==> config.mk <==
export PLATFORM = sky130hd
export DESIGN_NAME = vram_port_scheduler
export DESIGN_NICKNAME = d
export VERILOG_FILES = /design/src/rtl/vram_port_scheduler.sv
export SDC_FILE = /design/constraint.sdc
export NUM_CORES = 1
export LEC_CHECK = 0
export ABC_CLOCK_PERIOD_IN_PS = 10100
export CORE_AREA = 5 5 85 87
export CTS_CLUSTER_DIAMETER = 50
export DETAILED_ROUTE_END_ITERATION = 12
export DIE_AREA = 0 0 90 92
export PLACE_DENSITY = 0.92
export SYNTH_ARGS = -nofsm -noshare
export SYNTH_HDL_FRONTEND = slang
export SYNTH_SLANG_ARGS = --single-unit
==> constraint.sdc <==
create_clock -name clk -period 10.1 [get_ports clk]
set_input_delay 3.03 -clock clk [delete_from_list [all_inputs] [get_ports clk]]
set_output_delay 3.03 -clock clk [all_outputs]
set_load 0.05 [all_outputs]
==> src/rtl/vram_port_scheduler.sv <==
// Owns both ports of a simple dual-port VRAM: round-robin read arbitration with
// write-collision stalling, plus a host-write / clear-fill mux onto the write port.
module vram_port_scheduler #(
  parameter int ADDR_W = 14,
  parameter int DATA_W = 8
) (
  input  logic              clk,
  input  logic              rst_n,
  input  logic              rd0_valid,
  input  logic [ADDR_W-1:0] rd0_addr,
  output logic              rd0_ready,
  input  logic              rd1_valid,
  input  logic [ADDR_W-1:0] rd1_addr,
  output logic              rd1_ready,
  output logic              rsp0_valid,
  output logic [DATA_W-1:0] rsp0_data,
  output logic              rsp1_valid,
  output logic [DATA_W-1:0] rsp1_data,
  input  logic              wr_valid,
  input  logic [ADDR_W-1:0] wr_addr,
  input  logic [DATA_W-1:0] wr_data,
  output logic              wr_ready,
  input  logic              clear_start,
  input  logic [DATA_W-1:0] clear_value,
  output logic              clear_busy,
  output logic [ADDR_W-1:0] ram_waddr,
  output logic [DATA_W-1:0] ram_write_data,
  output logic              ram_write_en,
  output logic [ADDR_W-1:0] ram_raddr,
  input  logic [DATA_W-1:0] ram_read_data
);

  typedef enum logic {ST_IDLE, ST_CLEAR} state_t;

  state_t            r_state, w_state_nxt;
  logic [ADDR_W-1:0] r_clr_cnt, w_clr_cnt_nxt;
  logic [DATA_W-1:0] r_clr_val, w_clr_val_nxt;
  logic              r_last_grant;
  logic [ADDR_W-1:0] r_raddr;
  logic              r_rsp0, r_rsp1;
  logic              w_elig0, w_elig1, w_gnt0, w_gnt1;

  always_ff @(posedge clk or negedge rst_n) begin
    if (!rst_n) begin
      r_state   <= ST_IDLE;
      r_clr_cnt <= '0;
      r_clr_val <= '0;
    end else begin
      r_state   <= w_state_nxt;
      r_clr_cnt <= w_clr_cnt_nxt;
      r_clr_val <= w_clr_val_nxt;
    end
  end

  always_comb begin
    w_state_nxt    = r_state;
    w_clr_cnt_nxt  = r_clr_cnt;
    w_clr_val_nxt  = r_clr_val;
    wr_ready       = 1'b0;
    ram_write_en   = 1'b0;
    ram_waddr      = wr_addr;
    ram_write_data = wr_data;
    case (r_state)
      ST_IDLE: begin
        wr_ready     = rst_n;
        ram_write_en = rst_n & wr_valid;
        if (clear_start) begin
          w_state_nxt   = ST_CLEAR;
          w_clr_cnt_nxt = '0;
          w_clr_val_nxt = clear_value;
        end
      end
      ST_CLEAR: begin
        ram_write_en   = rst_n;
        ram_waddr      = r_clr_cnt;
        ram_write_data = r_clr_val;
        w_clr_cnt_nxt  = r_clr_cnt + 1'b1;
        if (r_clr_cnt == '1) w_state_nxt = ST_IDLE;
      end
      default: w_state_nxt = ST_IDLE;
    endcase
  end

  assign clear_busy = (r_state == ST_CLEAR);

  // A requester reading the word being written this cycle waits a cycle.
  assign w_elig0 = rst_n & rd0_valid & ~(ram_write_en & (rd0_addr == ram_waddr));
  assign w_elig1 = rst_n & rd1_valid & ~(ram_write_en & (rd1_addr == ram_waddr));
  assign w_gnt0  = w_elig0 & (~w_elig1 | r_last_grant);
  assign w_gnt1  = w_elig1 & (~w_elig0 | ~r_last_grant);

  assign rd0_ready = w_gnt0;
  assign rd1_ready = w_gnt1;
  assign ram_raddr = w_gnt0 ? rd0_addr : (w_gnt1 ? rd1_addr : r_raddr);

  always_ff @(posedge clk or negedge rst_n) begin
    if (!rst_n) begin
      r_last_grant <= 1'b1;
      r_raddr      <= '0;
      r_rsp0       <= 1'b0;
      r_rsp1       <= 1'b0;
    end else begin
      if (w_gnt0)      r_last_grant <= 1'b0;
      else if (w_gnt1) r_last_grant <= 1'b1;
      r_raddr <= ram_raddr;
      r_rsp0  <= w_gnt0;
      r_rsp1  <= w_gnt1;
    end
  end

  assign rsp0_valid = r_rsp0;
  assign rsp1_valid = r_rsp1;
  assign rsp0_data  = ram_read_data;
  assign rsp1_data  = ram_read_data;

endmodule

==> results.txt, run 1 <==
By area the synthesized netlist is led by sky130_fd_sc_hd__dfrtp_1, sky130_fd_sc_hd__xnor2_1, sky130_fd_sc_hd__mux2_2, sky130_fd_sc_hd__mux2i_4, sky130_fd_sc_hd__buf_4. The worst path meets setup with about 0.86 ns of slack. Across the VDD grid, the largest voltage drop is roughly 120 uV. The maximum clock frequency is 108 MHz. The smallest clock period supported by the final layout is computed as 9.24 ns. The area share of the largest cell type after synthesis is 0.360. The slew of the pin with the lowest slew margin came out at between 1 and 1.5 ns. The number of DRC violations after detailed-routing iteration 0 is between 90 and 100. The met3 track demand over resource in global routing is 0.0630. The tightest hold margin came out at 0.508 ns. By startpoint and endpoint, the worst setup path is classified as input pin to primary output. The number of antenna violations at the first check in global routing is 0. The global-route wire length before repair came out at between 10000 and 15000 um. The largest clock skew in the final design is between 0.006 and 0.007 ns. The distinct cell type count after synthesis came out at 44.

The worst setup path is captured at a primary output. Along the worst path, the maximum fanout reaches 14. The depth of the CTS H-tree came out at 2.

The port buffer count is 106. For this run, the leading register cell type out of synthesis is sky130_fd_sc_hd__dfrtp_1. In the routed layout, each cell is associated on average with a via count of 5.47. The die covers roughly 8300 um^2. The synthesized netlist net count is roughly 320.

The clock latency of the later-clocked register in the worst-skew pair came out at 0.31 ns. The met1 track utilization from global routing came out at 0.208. The run finished with clean final reports. The mapped cell area is 2710 um^2. The starting density of the core came out at 0.431. In the final design database the tool counted 410 nets. The count of max-cap constraint violations is 0.

The number of top-level pins is 131. TritonCTS built the clock tree. The data required time of the critical path is around 7.1 ns. The sequential fraction of the synthesis area is 0.370.

The TritonCTS buffer count is 5. The worst register-to-register path begins at clear_busy. The area used by multi-input combinational logic came out at ~1400 um^2. In this run the most critical hold path is launched from r_clr_val[0]. In this run, synthesis produced a sequential element count of 40. The number of pins exceeding their max-slew limit in the final report was 0. Post-CTS timing repair inserted 0 buffers for setup. The layout-stage area growth over the synthesis result is 39.4%. The placeable core area is 6280 um^2.

STA classifies the critical path startpoint as an input pin. The clock tree buffer depth came out at 2. The wire length per cell after detailed routing is around 19 um. The power per cell area is 189 nW/um^2. Yosys mapped a number of flops with a built-in enable equal to 0. The largest net degree at the start of global routing is 35. Setup violations remaining at the end of the flow were counted as 0. The count of mapped cells out of synthesis came out at between 200 and 250. Once detail routing completed, the nets flagged for antenna violations numbered 0. The post-route fraction of the period consumed by the critical path is 0.915.

The height of the die came out at 92 um. The total overflow left after global routing is 0. The post-synthesis average cell area is 10.9 um^2.

The total count of hold-check failures in the final report came out at 0. Excluding fillers, the count of instances in the completed layout stands at 415. The residual DRC count is 0.

The met2 track demand over resource in global routing came out at 0.326. The leading area contributor after synthesis is sky130_fd_sc_hd__dfrtp_1. The tree is rooted in a sky130_fd_sc_hd__clkbuf_8. The share of flip-flops with an asynchronous set or reset is 1.00.

The final core area utilization is 0.601. The fraction of layout instances using a drive strength above 1 is 0.154. The post-cts hold buffer count came out at 0. The total area of sequential cells is 1000 um^2. The die outline width is about 90 um. The startpoint of the worst setup timing path is wr_addr[4]. Setup repair after global routing left no endpoint under its margin.

The length of the first detailed-routing pass in iterations is 4. Post-CTS repair changed the size of 0 cells. After routing, the total negative slack on setup checks comes to 0 ns. The max-slew headroom at the worst pin came out at 0.312. The tightest min-delay check is of the register to register type. The final wirelength came out at 7740 um. The number of global-route vias before repair is 2423. The final route contains approximately 2300 vias.

The HPWL after detailed placement came out at 6050 um. The cell row count came out at 29. The placed cell count is just over 400. The Yosys step of the flow raised 0 warnings.

The critical path arrival came out at 6.21 ns. The clock transition at the registers of the reported paths is 0.09 ns. The static leakage power is 1.49 nW. Clock tree synthesis found a total of 40 sinks. The setup slack at placement came out at 0.850 ns.

The repair_antennas step left the layout with diodes totalling 0. The overall global routing resource usage is 0.183. The layout has 505 filler cells. The global-route layer with the greatest usage is met2. The placer's final routability congestion estimate is 0.887.
-- synthesized netlist by cell type (all sizes together), types with 2 or more instances --
cell type	count
dfrtp	39
xnor2	26
buf	23
mux2	19
inv	17
nand2	15
mux2i	14
nand2b	14
o221a	14
nand3	11
o21ai	8
nand4	5
nor4	5
xor2	5
nor2	4
o211ai	4
o31ai	3
and2	2
clkbuf	2
o21bai	2
o22ai	2
-- path summary, 6_finish.rpt --
path,to,slack [ns],depth (start not counted)
min reg2reg,r_clr_val[0],0.51,1
max in group asynchronous,clear_busy,6.69,2
min,r_clr_val[0],0.51,1
max reg2reg,r_raddr[2],6.70,7
min in group asynchronous,rsp1_valid,2.66,1
max,ram_raddr[2],0.86,9
-- sequential cells by signal (all words and copies together) (netlist names) --
register and count:
rsp0_valid 1, r_raddr 14, rsp1_valid 1, r_clr_cnt 14, clear_busy 1, r_last_grant 1, r_clr_val 8
-- cells in the final DEF (no fill, tap or decap), types with 9 or more instances in the layout --
master,count
sky130_fd_sc_hd__inv_1,17
sky130_fd_sc_hd__nand2b_1,14
sky130_fd_sc_hd__xnor2_1,26
sky130_fd_sc_hd__clkdlybuf4s50_1,105
sky130_fd_sc_hd__nand3_1,11
sky130_fd_sc_hd__mux2_2,19
sky130_fd_sc_hd__o221a_1,9
sky130_fd_sc_hd__nand2_1,13
sky130_fd_sc_hd__dfrtp_1,38
-- per-layer routing --
layer | vias to the layer above | wire length, um
met3 | 16 | 524
met1 | 1116 | 3030
met5 | - | 0
li1 | 1050 | -
met2 | 89 | 4050
met4 | 0 | 141
-- worst max-delay path, stage by stage --
cell and delay, ns:
sky130_fd_sc_hd__clkdlybuf4s50_1 0.40, sky130_fd_sc_hd__mux2i_1 0.30, sky130_fd_sc_hd__xnor2_1 0.18, sky130_fd_sc_hd__a2111oi_2 0.40, sky130_fd_sc_hd__nand4_1 0.22, sky130_fd_sc_hd__a22oi_2 0.64, sky130_fd_sc_hd__nand2b_1 0.17, sky130_fd_sc_hd__o221a_2 0.18
sky130_fd_sc_hd__clkdlybuf4s50_1 0.70
-- area by class of cell --
cell class                      count  area share
Timing Repair Buffer              107       0.282
Tap cell                           77      0.0255
Clock inverter                      3      0.0113
Clock buffer                        5      0.0182
Inverter                           18      0.0179
Sequential cell                    40       0.266
Multi-Input combinational cell    165       0.380
-- through the flow --
| stage | cell area (um^2) | power [W] |
|---|---|---|
| floorplan | 2710 | 0.000474 |
| global placement | 3660 | 0.000572 |
| detailed placement | 3660 | 0.000580 |
| CTS | 3770 | 0.000717 |
| global route | 3770 | 0.000750 |
| finish | 3770 | 0.000714 |
-- kinds of logic after synthesis --
kind of cell | count (synthesis) | share of synthesized area
and+or+nand+nor | 60 | 0.118
buffers and inverters | 43 | 0.101
AOI/OAI and AO/OA | 40 | 0.135
DFF | 40 | 0.370
muxes | 33 | 0.171
xor gates and xnor gates | 31 | 0.100
adders and majority gates | 1 | 0.00462
-- where the power goes --
group	internal, W	switching (W)	total [W]
logic	0.000146	0.000204	0.000350
clock network	0.0000732	0.0000635	0.000137
registers	0.000189	0.0000374	0.000227
Power figures use the tool's default switching activity.
==> run 2: changes to the inputs <==
--- a/config.mk
+++ b/config.mk
@@ -6,10 +6,11 @@
 export NUM_CORES = 1
 export LEC_CHECK = 0
 export ABC_CLOCK_PERIOD_IN_PS = 10100
-export CORE_AREA = 5 5 85 87
+export CAP_MARGIN = 20
+export CORE_AREA = 2 2 82 84
 export CTS_CLUSTER_DIAMETER = 50
 export DETAILED_ROUTE_END_ITERATION = 12
-export DIE_AREA = 0 0 90 92
+export DIE_AREA = 0 0 84 86
 export PLACE_DENSITY = 0.92
 export SYNTH_ARGS = -nofsm -noshare
 export SYNTH_HDL_FRONTEND = slang
==> run 2 against run 1 <==
Net effect:
- register-to-register slack better by 0.10 ns
- maximum frequency is 0.89% higher
- via count is 1.2% lower
- combinational power hardly changed
- wire length is 5.9% lower
- setup slack better by 0.082 ns
- clock power is 4% lower
- critical endpoint is now ram_raddr[0]
- non-clock buffer count stayed put
- first-iteration DRC count is 44% higher
- sequential cell count stayed put
==> results.txt, run 2 (same netlist as run 1, synthesis figures left out) <==
In this run, the number of DRC markers left after iteration 0 of detailed routing was 134. The number of top-level pins came out at 131. The standard cell with the maximum stage delay on the critical path is sky130_fd_sc_hd__clkdlybuf4s50_1. The via density per instance came out at around 5.4. The run finished with clean final reports. The final core area utilization came out at 0.601.

The proportion of power drawn by the clock network came out at 0.186. The layout-stage area growth over the synthesis result came out at 39.4%. The internal power consumption came out at 0.000409 W. The clock latency of the later-clocked register in the worst-skew pair is 0.30 ns.

In the final layout, the registers with the most flip-flops are r_clr_cnt (14), r_raddr (14), r_clr_val (8). Dividing total power by cell area gives a power density of 188 nW/um^2. The remaining global-route overflow came out at 0. STA classifies the critical path endpoint as a primary output. The worst setup path is launched from an input pin. The final wirelength is 7280 um. The critical path class is input pin to primary output.

The final critical-path setup slack came out at roughly 0.94 ns. No sink is reached through more buffers than the 2 on the longest clock path. The top cell family by delay on the critical path is buffers and inverters. The post-route fraction of the period consumed by the critical path came out at 0.907. The die area came out at 7220 um^2.

Leaving out fill and tap cells, the most frequent cell in the layout is sky130_fd_sc_hd__clkdlybuf4s50_1. The maximum clock frequency is 109 MHz. The TritonCTS buffer count came out at 5. The placer's final routability congestion estimate came out at between 0.9 and 1.

The switching share of power came out at 0.424. The final standard cell count with taps included and fillers excluded is between 400 and 500. The total count of hold-check failures in the final report came out at 0.

In this design, the critical path's most frequently occurring cell is sky130_fd_sc_hd__clkdlybuf4s50_1. The count of max-cap constraint violations is 0. The number of instances resized during post-cts repair came out at 0. The data required time of the critical path came out at 7.07 ns. The total area of sequential cells is 1000 um^2. The depth of the CTS H-tree came out at 2. The post-route antenna net violation count came out at 0. The first detailed-routing pass ran for 4 iterations. Together, buffers and inverters on the worst path number 2. The fraction of layout instances using a drive strength above 1 came out at 0.154. The die outline width came out at roughly 84 um. The largest clock skew in the final design is 0.0103 ns. The layout filler cell count came out at ~500. For the finished layout, the period the worst path requires is roughly 9.2 ns. The number of antenna violations at the first check in global routing is 0. The worst voltage drop across the vdd grid came out at 119 uV. The first global-routing pass estimated 11700 um of wire. The height of the die is about 86 um. The HPWL after detailed placement came out at roughly 5600 um.

The total number of vias came out at 2244. The maximum cell stage delay along the critical path came out at 0.71 ns. The fraction of power consumed by combinational cells is 0.494. The starting density of the core is 0.431. The post-cts hold buffer count is 0.

For the worst setup path, the data arrival time is 6.13 ns. Of all nets on the critical path, the largest fanout is 14. The slew of the pin with the lowest slew margin is between 1 and 1.5 ns. The root buffer cell chosen for the clock tree is sky130_fd_sc_hd__clkbuf_8. The clock transition at the registers of the reported paths is 0.08 ns.

The number of failing setup endpoints in the final timing report came out at 0. Input and output buffers added on the ports amount to 106. The placed cell count is approximately 400.

The multi-input combinational cells in the finished layout cover a total of about 1400 um^2. The buffer count from post-CTS setup fixing is 0. The residual DRC count came out at 0. The floorplan has 29 rows. The sequential power share came out at 0.320. The placeable core area is about 6300 um^2. The overall global routing resource usage is 0.204. The number of pins exceeding their max-slew limit in the final report is 0. The analysis attributes to net switching a power of 0.000301 W. The signal on the critical path passes through clkdlybuf4s50_1 -> mux2_2 -> xor2_1 -> nor4_1 -> nand4_1 -> a22oi_2 -> nand2b_1 -> o221a_2 -> clkdlybuf4s50_1.

The CTS tree is done. In this run the worst hold path is classified as register to register. The number of clock sinks came out at 40. Setup repair after global routing left no endpoint under its margin. The setup slack of the worst register-to-register path is between 6 and 7 ns.

The max-slew headroom at the worst pin is 0.309. The number of global-route vias before repair came out at roughly 2400. The static leakage power came out at 1.49 nW. Entering global routing, the biggest net connects 35 pins.

The setup slack at placement came out at between 0.9 and 1 ns. For this run, the post-layout net count is between 400 and 500. The top cell types in the final layout, fill and taps aside, are sky130_fd_sc_hd__clkdlybuf4s50_1, sky130_fd_sc_hd__dfrtp_1, sky130_fd_sc_hd__xnor2_1.

Dividing the detail-routed wire length by the instance count gives ~18 um. The number of diodes came out at 0. The final total negative setup slack came out at 0 ns.
[run 2: cell counts in the layout (fill, tap and decap cells not counted)]
No cell type changed its count.
[run 2: per-layer routing]
metal,vias up,track usage,routed length [um]
li1,1044,-,-
met1,1095,0.237,2760
met2,96,0.374,3860
met3,9,0.0568,575
met4,0,0.0455,87
met5,-,0,0
[run 2: per-stage QoR]
step / cell area, um^2 / total power (W) / hold slack [ns]
finish: 3770 / 0.000710 / 0.512
global placement: 3660 / 0.000571 / 0.483
CTS: 3770 / 0.000714 / 0.513
global route: 3770 / 0.000745 / 0.525
detailed placement: 3660 / 0.000579 / 0.492
floorplan: 2710 / 0.000474 / 0.474
[run 2: cell type report]
cell class              instances  share of cell area
multi-input cells             165               0.380
repair buffers                107               0.282
flip-flops and latches         40               0.266
well taps                      77              0.0255
clock buffers                   5              0.0182
inverters                      18              0.0179
clock inverters                 3              0.0113
[run 2: power by group through the flow]
stage                     clock network, W  logic (W)  registers (W)
after global placement                   0   0.000344       0.000227
final                             0.000132   0.000350       0.000227
after CTS                         0.000135   0.000352       0.000226
after floorplan                          0   0.000257       0.000217
after global routing              0.000143   0.000370       0.000231
after detailed placement                 0   0.000351       0.000228
[run 2: worst paths after layout]
kind | startpoint | endpoint | cells after the start
setup reg to reg | clear_busy | r_raddr[0] | 7
hold / removal | r_clr_val[1] | r_clr_val[1] | 1
min in group asynchronous | rst_n | r_clr_val[6] | 1
setup / recovery | wr_addr[5] | ram_raddr[0] | 9
max in group asynchronous | rst_n | r_last_grant | 2
hold reg to reg | r_clr_val[1] | r_clr_val[1] | 1
